==> config.mk <==
export PLATFORM = sky130hd
export DESIGN_NAME = axi_multi_req_master
export DESIGN_NICKNAME = d
export VERILOG_FILES = /design/src/rtl/axi_multi_req_master_pkg.sv /design/src/rtl/axi_multi_req_master_rr_arbiter.sv /design/src/rtl/axi_multi_req_master.sv
export SDC_FILE = /design/constraint.sdc
export NUM_CORES = 1
export LEC_CHECK = 0
export BUFFER_PORTS_ARGS = -buffer_cell sky130_fd_sc_hd__buf_2
export CAP_MARGIN = 10
export CORE_AREA = 2 2 144 146
export CTS_CLUSTER_SIZE = 14
export DETAILED_ROUTE_END_ITERATION = 10
export DIE_AREA = 0 0 146 148
export GPL_ROUTABILITY_DRIVEN = 0
export MAX_ROUTING_LAYER = met4
export PLACE_DENSITY = 0.45
export SLEW_MARGIN = 20
export SYNTH_ARGS = -nofsm -noshare
export SYNTH_HDL_FRONTEND = slang
export SYNTH_HIERARCHICAL = 1
export SYNTH_SLANG_ARGS = --single-unit
==> constraint.sdc <==
create_clock -name clk -period 3 [get_ports clk]
set_input_delay 0.15 -clock clk [delete_from_list [all_inputs] [get_ports clk]]
set_output_delay 0.15 -clock clk [all_outputs]
set_load 0.005 [all_outputs]
==> src/rtl/axi_multi_req_master_pkg.sv <==
// Shared types and helpers for the multi-requester AXI4 master.
// Contents: FSM state encoding, AXI response/burst constants,
// a transfer-size helper and an index-width helper.
package axi_multi_req_master_pkg;

    typedef enum logic [2:0] {
        ST_IDLE = 3'd0,
        ST_AR   = 3'd1,
        ST_R    = 3'd2,
        ST_AW   = 3'd3,
        ST_W    = 3'd4,
        ST_B    = 3'd5
    } state_e;

    localparam logic [1:0] AXI_RESP_OKAY  = 2'b00;
    localparam logic [1:0] AXI_BURST_INCR = 2'b01;

    // AXI SIZE encoding: log2 of the number of bytes per beat
    function automatic logic [2:0] axi_size(input int strb_w);
        return 3'($clog2(strb_w));
    endfunction

    // Width of a requester index; never below one bit
    function automatic int idx_width(input int n);
        return (n > 1) ? $clog2(n) : 1;
    endfunction

endpackage

==> src/rtl/axi_multi_req_master_rr_arbiter.sv <==
// Round-robin arbiter.
// Ports:
//   clk, rst      clock, async active-high reset (pointer returns to 0)
//   req           request vector
//   advance       strobe: the granted transaction has finished
//   advance_idx   index of that transaction; the pointer moves just past it
//   grant         one-hot grant (combinational)
//   grant_idx     binary index of the grant
//   grant_valid   at least one request present
module rr_arbiter #(
    parameter int N     = 2,
    parameter int IDX_W = 1
) (
    input  logic             clk,
    input  logic             rst,
    input  logic [N-1:0]     req,
    input  logic             advance,
    input  logic [IDX_W-1:0] advance_idx,
    output logic [N-1:0]     grant,
    output logic [IDX_W-1:0] grant_idx,
    output logic             grant_valid
);

    logic [IDX_W-1:0] ptr_r;
    logic [IDX_W:0]   cand_s;

    // Pointer register: highest priority goes to the requester after the last served one
    always_ff @(posedge clk or posedge rst) begin
        if (rst) begin
            ptr_r <= '0;
        end else if (advance) begin
            ptr_r <= (advance_idx == IDX_W'(N - 1)) ? '0 : advance_idx + IDX_W'(1);
        end
    end

    // Search upward from the pointer with wrap-around; first hit wins
    always_comb begin
        grant       = '0;
        grant_idx   = '0;
        grant_valid = 1'b0;
        cand_s      = '0;
        for (int k = 0; k < N; k++) begin
            cand_s = {1'b0, ptr_r} + (IDX_W + 1)'(k);
            if (cand_s >= (IDX_W + 1)'(N)) begin
                cand_s = cand_s - (IDX_W + 1)'(N);
            end else begin
                cand_s = cand_s;
            end
            if (!grant_valid && req[cand_s[IDX_W-1:0]]) begin
                grant_valid                 = 1'b1;
                grant_idx                   = cand_s[IDX_W-1:0];
                grant[cand_s[IDX_W-1:0]]    = 1'b1;
            end else begin
                grant_valid = grant_valid;
            end
        end
    end

endmodule

==> src/rtl/axi_multi_req_master.sv <==
// AXI4 master shared by NUM_REQ cache-side requesters, one transaction in flight.
// A round-robin arbiter picks a requester in IDLE; its address/length are latched
// and an INCR burst is issued (AR->R for reads, AW->W->B for writes).
// Ports:
//   clk, rst                        clock, async active-high reset
//   req_valid/write/addr/len        per-requester request (packed slices)
//   req_ready                       one-cycle accept pulse to the granted requester
//   rd_valid/rd_data/rd_last        read beats routed to the granted requester
//   wr_data/wr_strb/wr_ready        write beats pulled from the granted requester
//   done/err                        completion pulse, err qualifies it
//   ar*/r*/aw*/w*/b*                AXI4 master channels
module axi_multi_req_master
    import axi_multi_req_master_pkg::*;
#(
    parameter int NUM_REQ = 2,
    parameter int ADDR_W  = 32,
    parameter int DATA_W  = 32,
    parameter int ID_W    = 4,
    parameter int ID_BASE = 1,
    parameter int LEN_W   = 4,
    localparam int STRB_W = DATA_W / 8
) (
    input  logic                       clk,
    input  logic                       rst,
    input  logic [NUM_REQ-1:0]         req_valid,
    input  logic [NUM_REQ-1:0]         req_write,
    input  logic [NUM_REQ*ADDR_W-1:0]  req_addr,
    input  logic [NUM_REQ*LEN_W-1:0]   req_len,
    output logic [NUM_REQ-1:0]         req_ready,
    output logic [NUM_REQ-1:0]         rd_valid,
    output logic [DATA_W-1:0]          rd_data,
    output logic                       rd_last,
    input  logic [NUM_REQ*DATA_W-1:0]  wr_data,
    input  logic [NUM_REQ*STRB_W-1:0]  wr_strb,
    output logic [NUM_REQ-1:0]         wr_ready,
    output logic [NUM_REQ-1:0]         done,
    output logic                       err,
    output logic [ID_W-1:0]            arid,
    output logic [ADDR_W-1:0]          araddr,
    output logic [LEN_W-1:0]           arlen,
    output logic [2:0]                 arsize,
    output logic [1:0]                 arburst,
    output logic                       arvalid,
    input  logic                       arready,
    input  logic [ID_W-1:0]            rid,
    input  logic [DATA_W-1:0]          rdata,
    input  logic [1:0]                 rresp,
    input  logic                       rlast,
    input  logic                       rvalid,
    output logic                       rready,
    output logic [ID_W-1:0]            awid,
    output logic [ADDR_W-1:0]          awaddr,
    output logic [LEN_W-1:0]           awlen,
    output logic [2:0]                 awsize,
    output logic [1:0]                 awburst,
    output logic                       awvalid,
    input  logic                       awready,
    output logic [DATA_W-1:0]          wdata,
    output logic [STRB_W-1:0]          wstrb,
    output logic                       wlast,
    output logic                       wvalid,
    input  logic                       wready,
    input  logic [ID_W-1:0]            bid,
    input  logic [1:0]                 bresp,
    input  logic                       bvalid,
    output logic                       bready
);

    localparam int IDX_W = idx_width(NUM_REQ);

    state_e              state_r;
    logic [IDX_W-1:0]    grant_idx_r;
    logic [ADDR_W-1:0]   addr_r;
    logic [LEN_W-1:0]    len_r;
    logic [LEN_W-1:0]    beat_cnt_r;
    logic                err_sticky_r;
    logic                arvalid_r;
    logic                awvalid_r;
    logic                wvalid_r;
    logic                rready_r;
    logic                bready_r;
    logic [NUM_REQ-1:0]  req_ready_r;

    logic [ADDR_W-1:0]   addr_arr_s [NUM_REQ];
    logic [LEN_W-1:0]    len_arr_s  [NUM_REQ];
    logic [DATA_W-1:0]   data_arr_s [NUM_REQ];
    logic [STRB_W-1:0]   strb_arr_s [NUM_REQ];

    logic [NUM_REQ-1:0]  arb_grant_s;
    logic [IDX_W-1:0]    arb_idx_s;
    logic                arb_valid_s;
    logic [NUM_REQ-1:0]  sel_s;
    logic [ID_W-1:0]     id_s;
    logic                rd_fire_s;
    logic                rd_done_s;
    logic                b_done_s;
    logic                beat_err_s;

    for (genvar gi = 0; gi < NUM_REQ; gi++) begin : g_unpack
        assign addr_arr_s[gi] = req_addr[gi*ADDR_W +: ADDR_W];
        assign len_arr_s[gi]  = req_len[gi*LEN_W +: LEN_W];
        assign data_arr_s[gi] = wr_data[gi*DATA_W +: DATA_W];
        assign strb_arr_s[gi] = wr_strb[gi*STRB_W +: STRB_W];
    end

    rr_arbiter #(
        .N     (NUM_REQ),
        .IDX_W (IDX_W)
    ) u_arb (
        .clk         (clk),
        .rst         (rst),
        .req         (req_valid),
        .advance     (rd_done_s || b_done_s),
        .advance_idx (grant_idx_r),
        .grant       (arb_grant_s),
        .grant_idx   (arb_idx_s),
        .grant_valid (arb_valid_s)
    );

    assign id_s       = ID_W'(ID_BASE) + ID_W'(grant_idx_r);
    assign rd_fire_s  = (state_r == ST_R) && rvalid;
    assign rd_done_s  = rd_fire_s && rlast;
    assign b_done_s   = (state_r == ST_B) && bvalid;
    // A wrong RID is reported but the beat is still delivered
    assign beat_err_s = (rresp != AXI_RESP_OKAY) || (rid != id_s);

    // One-hot decode of the latched grant for output routing
    always_comb begin
        sel_s = '0;
        for (int i = 0; i < NUM_REQ; i++) begin
            sel_s[i] = (grant_idx_r == IDX_W'(i));
        end
    end

    // Transaction FSM: arbitration, address/data phases, response collection
    always_ff @(posedge clk or posedge rst) begin
        if (rst) begin
            state_r      <= ST_IDLE;
            grant_idx_r  <= '0;
            addr_r       <= '0;
            len_r        <= '0;
            beat_cnt_r   <= '0;
            err_sticky_r <= 1'b0;
            arvalid_r    <= 1'b0;
            awvalid_r    <= 1'b0;
            wvalid_r     <= 1'b0;
            rready_r     <= 1'b0;
            bready_r     <= 1'b0;
            req_ready_r  <= '0;
        end else begin
            req_ready_r <= '0;
            case (state_r)
                ST_IDLE: begin
                    if (arb_valid_s) begin
                        grant_idx_r <= arb_idx_s;
                        addr_r      <= addr_arr_s[arb_idx_s];
                        len_r       <= len_arr_s[arb_idx_s];
                        req_ready_r <= arb_grant_s;
                        if (req_write[arb_idx_s]) begin
                            awvalid_r <= 1'b1;
                            state_r   <= ST_AW;
                        end else begin
                            arvalid_r <= 1'b1;
                            state_r   <= ST_AR;
                        end
                    end
                end
                ST_AR: begin
                    if (arready) begin
                        arvalid_r    <= 1'b0;
                        rready_r     <= 1'b1;
                        beat_cnt_r   <= '0;
                        err_sticky_r <= 1'b0;
                        state_r      <= ST_R;
                    end
                end
                ST_R: begin
                    if (rvalid) begin
                        // Counter saturates so over-long bursts are still forwarded
                        if (beat_cnt_r != {LEN_W{1'b1}}) begin
                            beat_cnt_r <= beat_cnt_r + LEN_W'(1);
                        end
                        err_sticky_r <= err_sticky_r || beat_err_s;
                        if (rlast) begin
                            rready_r <= 1'b0;
                            state_r  <= ST_IDLE;
                        end
                    end
                end
                ST_AW: begin
                    if (awready) begin
                        awvalid_r  <= 1'b0;
                        wvalid_r   <= 1'b1;
                        beat_cnt_r <= '0;
                        state_r    <= ST_W;
                    end
                end
                ST_W: begin
                    if (wready) begin
                        if (beat_cnt_r == len_r) begin
                            wvalid_r <= 1'b0;
                            bready_r <= 1'b1;
                            state_r  <= ST_B;
                        end else begin
                            beat_cnt_r <= beat_cnt_r + LEN_W'(1);
                        end
                    end
                end
                ST_B: begin
                    if (bvalid) begin
                        bready_r <= 1'b0;
                        state_r  <= ST_IDLE;
                    end
                end
                default: begin
                    state_r   <= ST_IDLE;
                    arvalid_r <= 1'b0;
                    awvalid_r <= 1'b0;
                    wvalid_r  <= 1'b0;
                    rready_r  <= 1'b0;
                    bready_r  <= 1'b0;
                end
            endcase
        end
    end

    assign req_ready = req_ready_r;
    assign rd_valid  = rd_fire_s ? sel_s : '0;
    assign rd_data   = rdata;
    assign rd_last   = rd_done_s;
    assign wr_ready  = ((state_r == ST_W) && wready) ? sel_s : '0;
    assign done      = (rd_done_s || b_done_s) ? sel_s : '0;
    assign err       = (rd_done_s && (err_sticky_r || beat_err_s))
                    || (b_done_s && ((bresp != AXI_RESP_OKAY) || (bid != id_s)));

    assign arid    = id_s;
    assign araddr  = addr_r;
    assign arlen   = len_r;
    assign arsize  = axi_size(STRB_W);
    assign arburst = AXI_BURST_INCR;
    assign arvalid = arvalid_r;
    assign rready  = rready_r;

    assign awid    = id_s;
    assign awaddr  = addr_r;
    assign awlen   = len_r;
    assign awsize  = axi_size(STRB_W);
    assign awburst = AXI_BURST_INCR;
    assign awvalid = awvalid_r;

    assign wdata   = data_arr_s[grant_idx_r];
    assign wstrb   = strb_arr_s[grant_idx_r];
    assign wlast   = wvalid_r && (beat_cnt_r == len_r);
    assign wvalid  = wvalid_r;
    assign bready  = bready_r;

endmodule

After elaboration in Yosys (flattened, before gate mapping)
Index checks and enable logic that the tools add are counted.
{"block": "word_totals", "register_bits": 53, "in_bits": 200}
{"block": "classes", "n_addsub": 6, "n_lt_le_gt_ge": 9, "n_eq_ne": 21, "mux": 75, "bitwise_logic": 9, "n_reduce_logical": 35}
{"cell": "32-bit two-way mux", "count": 6}
{"cell": "4-bit two-way mux", "count": 12}
{"cell": "1-bit two-way mux", "count": 31}
{"cell": "3-bit two-way mux", "count": 8}
{"cell": "2-bit inequality test, second input constant", "count": 10}
{"cell": "4-bit AND reduction", "count": 5}
{"cell": "4-bit OR reduction", "count": 5}
{"cell": "3-bit case mux with 6 select lines", "count": 1}
{"cell": "2-bit two-way mux", "count": 8}
{"cell": "4-bit case mux with 4 select lines", "count": 1}
{"cell": "1-bit case mux with 3 select lines", "count": 5}
{"cell": "1-bit logical AND", "count": 10}
{"cell": "4-bit by 2-bit inequality test with 1-bit output", "count": 2}
{"cell": "8-bit AND reduction", "count": 1}
{"cell": "7-bit AND reduction", "count": 1}
{"cell": "3-bit by 2-bit equality test with 1-bit output, second input constant", "count": 2}
{"cell": "3-bit equality test, second input constant", "count": 2}
{"cell": "2-bit greater-or-equal comparator, second input constant", "count": 3}
{"cell": "1-bit by 2-bit less-than comparator with 1-bit output, second input constant", "count": 3}
{"cell": "1-bit NOT", "count": 6}
{"cell": "2-bit nonzero test", "count": 3}
{"cell": "1-bit logical OR", "count": 5}
{"cell": "4-bit by 1-bit adder with 4-bit output, second input constant", "count": 1}
{"cell": "4-bit equality test", "count": 1}
{"cell": "18 further kinds", "count": 23}

Longest topological paths before layout
{"block": "depth", "ltp_word": 13, "depth_mapped": 8, "depth_no_buf": 6}

Hierarchy
The synthesis kept the hierarchy.
{"module": "axi_multi_req_master", "instances": 1, "cells_per_inst": 412, "area_per_inst_um2": 3803.6, "seq_area_each_um2": 1301.2}
{"module": "rr_arbiter", "instances": 1, "cells_per_inst": 9, "area_per_inst_um2": 73.8, "seq_area_each_um2": 25.0}

Least setup slack after synthesis
Ideal clock, no wire load.
{"block": "synth_path", "path_kind": "reg-to-reg", "start": "register len_r[3], in the netlist arlen[3]", "end": "register beat_cnt_r[3]", "t_arrival_ps": 1367, "slack_ps": 1514, "path_stages_with_launch": 6, "path_cell_list": "dfrtp_1 -> xor2_1 -> nor4_4 -> o221ai_2 -> mux2i_1 -> nand2_1"}
{"block": "synth_via", "elab_chain_len": 3}
{"element": "from (decl)", "line": "axi_multi_req_master.sv:74", "source": "logic [LEN_W-1:0] len_r;"}
{"element": "from (signal assigned)", "line": "axi_multi_req_master.sv:157", "source": "len_r <= len_arr_s[arb_idx_s];"}
{"element": "4-bit equality test", "line": "axi_multi_req_master.sv:200", "source": "if (beat_cnt_r == len_r) begin"}
{"element": "2-bit inequality test (no source line)"}
{"element": "7-bit AND reduction (no source line)"}
{"element": "to (signal assigned)", "line": "axi_multi_req_master.sv:181", "source": "beat_cnt_r <= beat_cnt_r + LEN_W'(1);"}
{"element": "to (signal assigned)", "line": "axi_multi_req_master.sv:205", "source": "beat_cnt_r <= beat_cnt_r + LEN_W'(1);"}
{"element": "to (decl)", "line": "axi_multi_req_master.sv:75", "source": "logic [LEN_W-1:0] beat_cnt_r;"}
No other way between the ends.
A chain may end at the register's enable or synchronous reset.

Worst setup path after layout
{"block": "layout_path", "start": "register grant_idx_r", "end": "output port err"}
{"block": "layout_via", "elab_chain_len": 6, "word_cells_on_any_way": 9, "classes_between": "add/sub (1); eq/ne (2); reduce/logical (6)"}
{"element": "from (decl)", "line": "axi_multi_req_master.sv:72", "source": "logic [IDX_W-1:0] grant_idx_r;"}
{"element": "from (signal assigned)", "line": "axi_multi_req_master.sv:155", "source": "grant_idx_r <= arb_idx_s;"}
{"element": "1-bit by 1-bit adder with 2-bit output *", "line": "axi_multi_req_master.sv:120", "source": "assign id_s = ID_W'(ID_BASE) + ID_W'(grant_idx_r);"}
{"element": "4-bit by 2-bit inequality test with 1-bit output", "line": "axi_multi_req_master.sv:125", "source": "assign beat_err_s = (rresp != AXI_RESP_OKAY) || (rid != id_s);"}
{"element": "1-bit logical OR", "line": "axi_multi_req_master.sv:125"}
{"element": "1-bit logical OR", "line": "axi_multi_req_master.sv:233", "source": "assign err = (rd_done_s && (err_sticky_r || beat_err_s))"}
{"element": "1-bit logical AND", "line": "axi_multi_req_master.sv:233"}
{"element": "1-bit logical OR *", "line": "axi_multi_req_master.sv:234", "source": "|| (b_done_s && ((bresp != AXI_RESP_OKAY) || (bid != id_s)));"}
{"element": "to (decl)", "line": "axi_multi_req_master.sv:37", "source": "output logic err,"}
Every way passes the cells marked *; elsewhere a longest branch is shown, timed or not.

==> flow_metrics.env <==
export IMPL_outcome="finished clean"
export IMPL_cts_repair_resized=0
export IMPL_hp_class="in2reg"
export IMPL_post_drt_wl_per_cell_um=15.2
export IMPL_rr_worst_depth=5
export IMPL_cts_tree="yes"
export IMPL_multi_input_area_mm2=0.00181
export IMPL_cp_startpoint="grant_idx_r$_DFFE_PP0P_"
export IMPL_mostFrequentLayoutCell="buf_2"
export IMPL_finalSetupViolCount=0
export IMPL_drive_above_1_share_pct=56.0
export IMPL_first_pass_iters=4
export IMPL_critical_path_class="reg2out"
export IMPL_io_buffers=295
export IMPL_clk_root_buffer_cell="clkbuf_16"
export IMPL_tns_ns=0
export IMPL_cts_htree_levels=2
export IMPL_avgViaCountPerCell=3.89
export IMPL_cp_arrival_ns=2.10
export IMPL_min_from="req_addr[1]"
export IMPL_pin_count=374
export IMPL_holdPathEnd="araddr[1]$_DFFE_PP0P_"
export IMPL_slowest_delay_ns=0.75
export IMPL_crit_required_ns=2.85
export IMPL_most_common_layout_cells="buf_2, dfrtp_1, nor2_1"
export IMPL_max_freq_mhz=445
export IMPL_crit_path_end_kind="primary output"
export IMPL_die_h_um=148
export IMPL_cts_inserted_buffers=5
export IMPL_ys_ff_latch=53
export IMPL_antenna_found_initial=0
export IMPL_final_max_slew_viol_count=0
export IMPL_fp_coreArea_mm2=0.0200
export IMPL_worst_path_buf_inv=2
export IMPL_worst_r2r_endpoint="araddr[22]$_DFFE_PP0P_"
export IMPL_synth_area_mm2=0.00388
export IMPL_dp_hpwl_um=11300
export IMPL_crit_fanout=27
export IMPL_syn_area_per_cell_um2=9.21
export IMPL_ir_drop_uv=312
export IMPL_ys_types=45
export IMPL_path_clk_slew_ns=0.08
export IMPL_ctsHoldBuffers=1
export IMPL_cp_top_family="flip-flops"
export IMPL_finalHoldViolations=0
export IMPL_synthCells=421
export IMPL_yosysSeqAreaShare_pct=34.2
export IMPL_initial_utilization_pct=19.3
export IMPL_drc=0
export IMPL_power_leakage_nw=2.66
export IMPL_synth_edf_count=0
export IMPL_routed_wl_um=13800
export IMPL_clk_path_buf_depth=2
export IMPL_grt_usage_pct=12.6
export IMPL_min_path_cells=3
export IMPL_fill_cells=2230
export IMPL_crit_path_start_kind="flop"
export IMPL_path_cells="inv_1 > or3_1 > a21oi_1 > o22ai_1 > buf_2"
export IMPL_ff2ff_setup_slack_ns=0.96
export IMPL_grt_overflow_total=0
export IMPL_maxCapViolCount=0
export IMPL_r2r_start="state_r[1]$_DFFE_PP0P_"
export IMPL_tightestPinTransition_ns=0.819
export IMPL_grt_pass1_vias=3499
export IMPL_skew_ns=0.0154
export IMPL_placed_cell_area_mm2=0.00505
export IMPL_antennaDiodeCount=0
export IMPL_async_reset_ff_share_pct=100
export IMPL_fin_crit_ns=2.25
export IMPL_crit_slowest_cell="dfrtp_2"
export IMPL_register_area_mm2=0.00133
export IMPL_dieArea_mm2=0.0216
export IMPL_p_per_area_mw_per_mm2=828
export IMPL_synth_ff_type="dfrtp_1"
export IMPL_cts_setup_buffers=0
export IMPL_nNetsFinal=839
export IMPL_grt_pass1_wl_um=20400
export IMPL_fin_area_mm2=0.00520
export IMPL_cts_sinks=53
export IMPL_clock_latency_ns=0.31
export IMPL_vias=3536
export IMPL_yosysWarningCount=6
export IMPL_area_growth_pct=34.2
export IMPL_rsz0062_at_grt="no"
export IMPL_grt_max_degree=77
export IMPL_rows=52
export IMPL_ant_nets=0
export IMPL_maxSlewHeadroom_pct=45.4
export IMPL_drt_iter0_drc=94
export IMPL_finalCritPeriodShare_pct=74.9
export IMPL_die_w_um=146
[how the worst max path moves through the flow]
stage	depth (start not counted)	slack [ns]	to
detailed placement	5	0.95	araddr[22]$_DFFE_PP0P_
floorplan	5	1.51	beat_cnt_r[3]$_DFFE_PP0P_
CTS	5	0.69	err
global placement	5	1.02	err
global route	5	0.58	err
finish	5	0.75	err
[registers in the layout (all words and copies together), names as in the netlist]
name	cells
araddr	32
arlen	4
beat_cnt_r	4
state_r	3
req_ready	2
arvalid	1
awvalid	1
bready	1
err_sticky_r	1
grant_idx_r	1
rready	1
u_arb/ptr_r	1
wvalid	1
[final cells by class]
| cell class | instances | share of cell area [%] |
|---|---|---|
| Multi-Input combinational cell | 262 | 34.9 |
| Timing Repair Buffer | 302 | 29.4 |
| Sequential cell | 53 | 25.5 |
| Tap cell | 270 | 6.49 |
| Clock buffer | 6 | 2.48 |
| Inverter | 13 | 0.986 |
| Clock inverter | 2 | 0.264 |
[power breakdown]
group / total (mW) / switching [mW] / internal (mW)
sequential: 1.43 / 0.380 / 1.05
combinational: 2.28 / 1.16 / 1.12
clock: 0.596 / 0.283 / 0.313
[per-stage QoR]
step	total power [mW]	setup WS (ns)	utilization, %	hold WS (ns)	cells
finish	4.31	0.754	26.0	0.146	908
floorplan	3.11	1.51	-	-0.121	433
global placement	3.77	1.02	25.2	0.0389	899
global route	4.71	0.582	26.0	0.154	908
CTS	4.41	0.692	26.0	0.134	908
detailed placement	3.78	0.954	25.2	0.0401	899
[cells in the mapped netlist, types with 3 or more instances]
cell | number | area share (%)
a31oi_1 | 3 | 0.48
xor2_1 | 4 | 0.90
dfrtp_1 | 53 | 34
nand2_1 | 10 | 0.97
mux2_2 | 37 | 11
inv_1 | 9 | 0.87
a21boi_1 | 3 | 0.58
nor2_1 | 49 | 4.7
buf_2 | 14 | 1.8
o21ai_0 | 8 | 1.0
mux2i_1 | 40 | 10
nor2b_1 | 3 | 0.48
and2_1 | 4 | 0.65
o211ai_1 | 3 | 0.58
buf_4 | 88 | 17
inv_2 | 3 | 0.29
a21oi_1 | 45 | 5.8
nand3_1 | 11 | 1.4
[logic make-up after synthesis]
family	share of synthesized area [%]
flops	34.2
xor+xnor	0.903
mux	21.1
other cells	0.194
buf+inv	20.6
fa+ha+maj	0.645
compound gates	10.7
simple gates	11.6
[worst register-to-register path, stage by stage (launching register included)]
cell and delay, ns:
dfrtp_1 0.51, inv_2 0.21, nand2_1 0.14, nor3b_4 0.20, buf_4 0.60, a21oi_1 0.21
[layer usage]
layer | share of wire (%) | vias to the layer above | wire length, um | GRT usage (%)
met5 | 0 | - | 0 | -
met3 | 7.1 | 20 | 978 | 2.96
met2 | 51 | 187 | 7050 | 22.2
met4 | 2.3 | 0 | 314 | 4.03
li1 | - | 1770 | - | -
met1 | 40 | 1559 | 5470 | 14.2
Power figures use the tool's default switching activity.
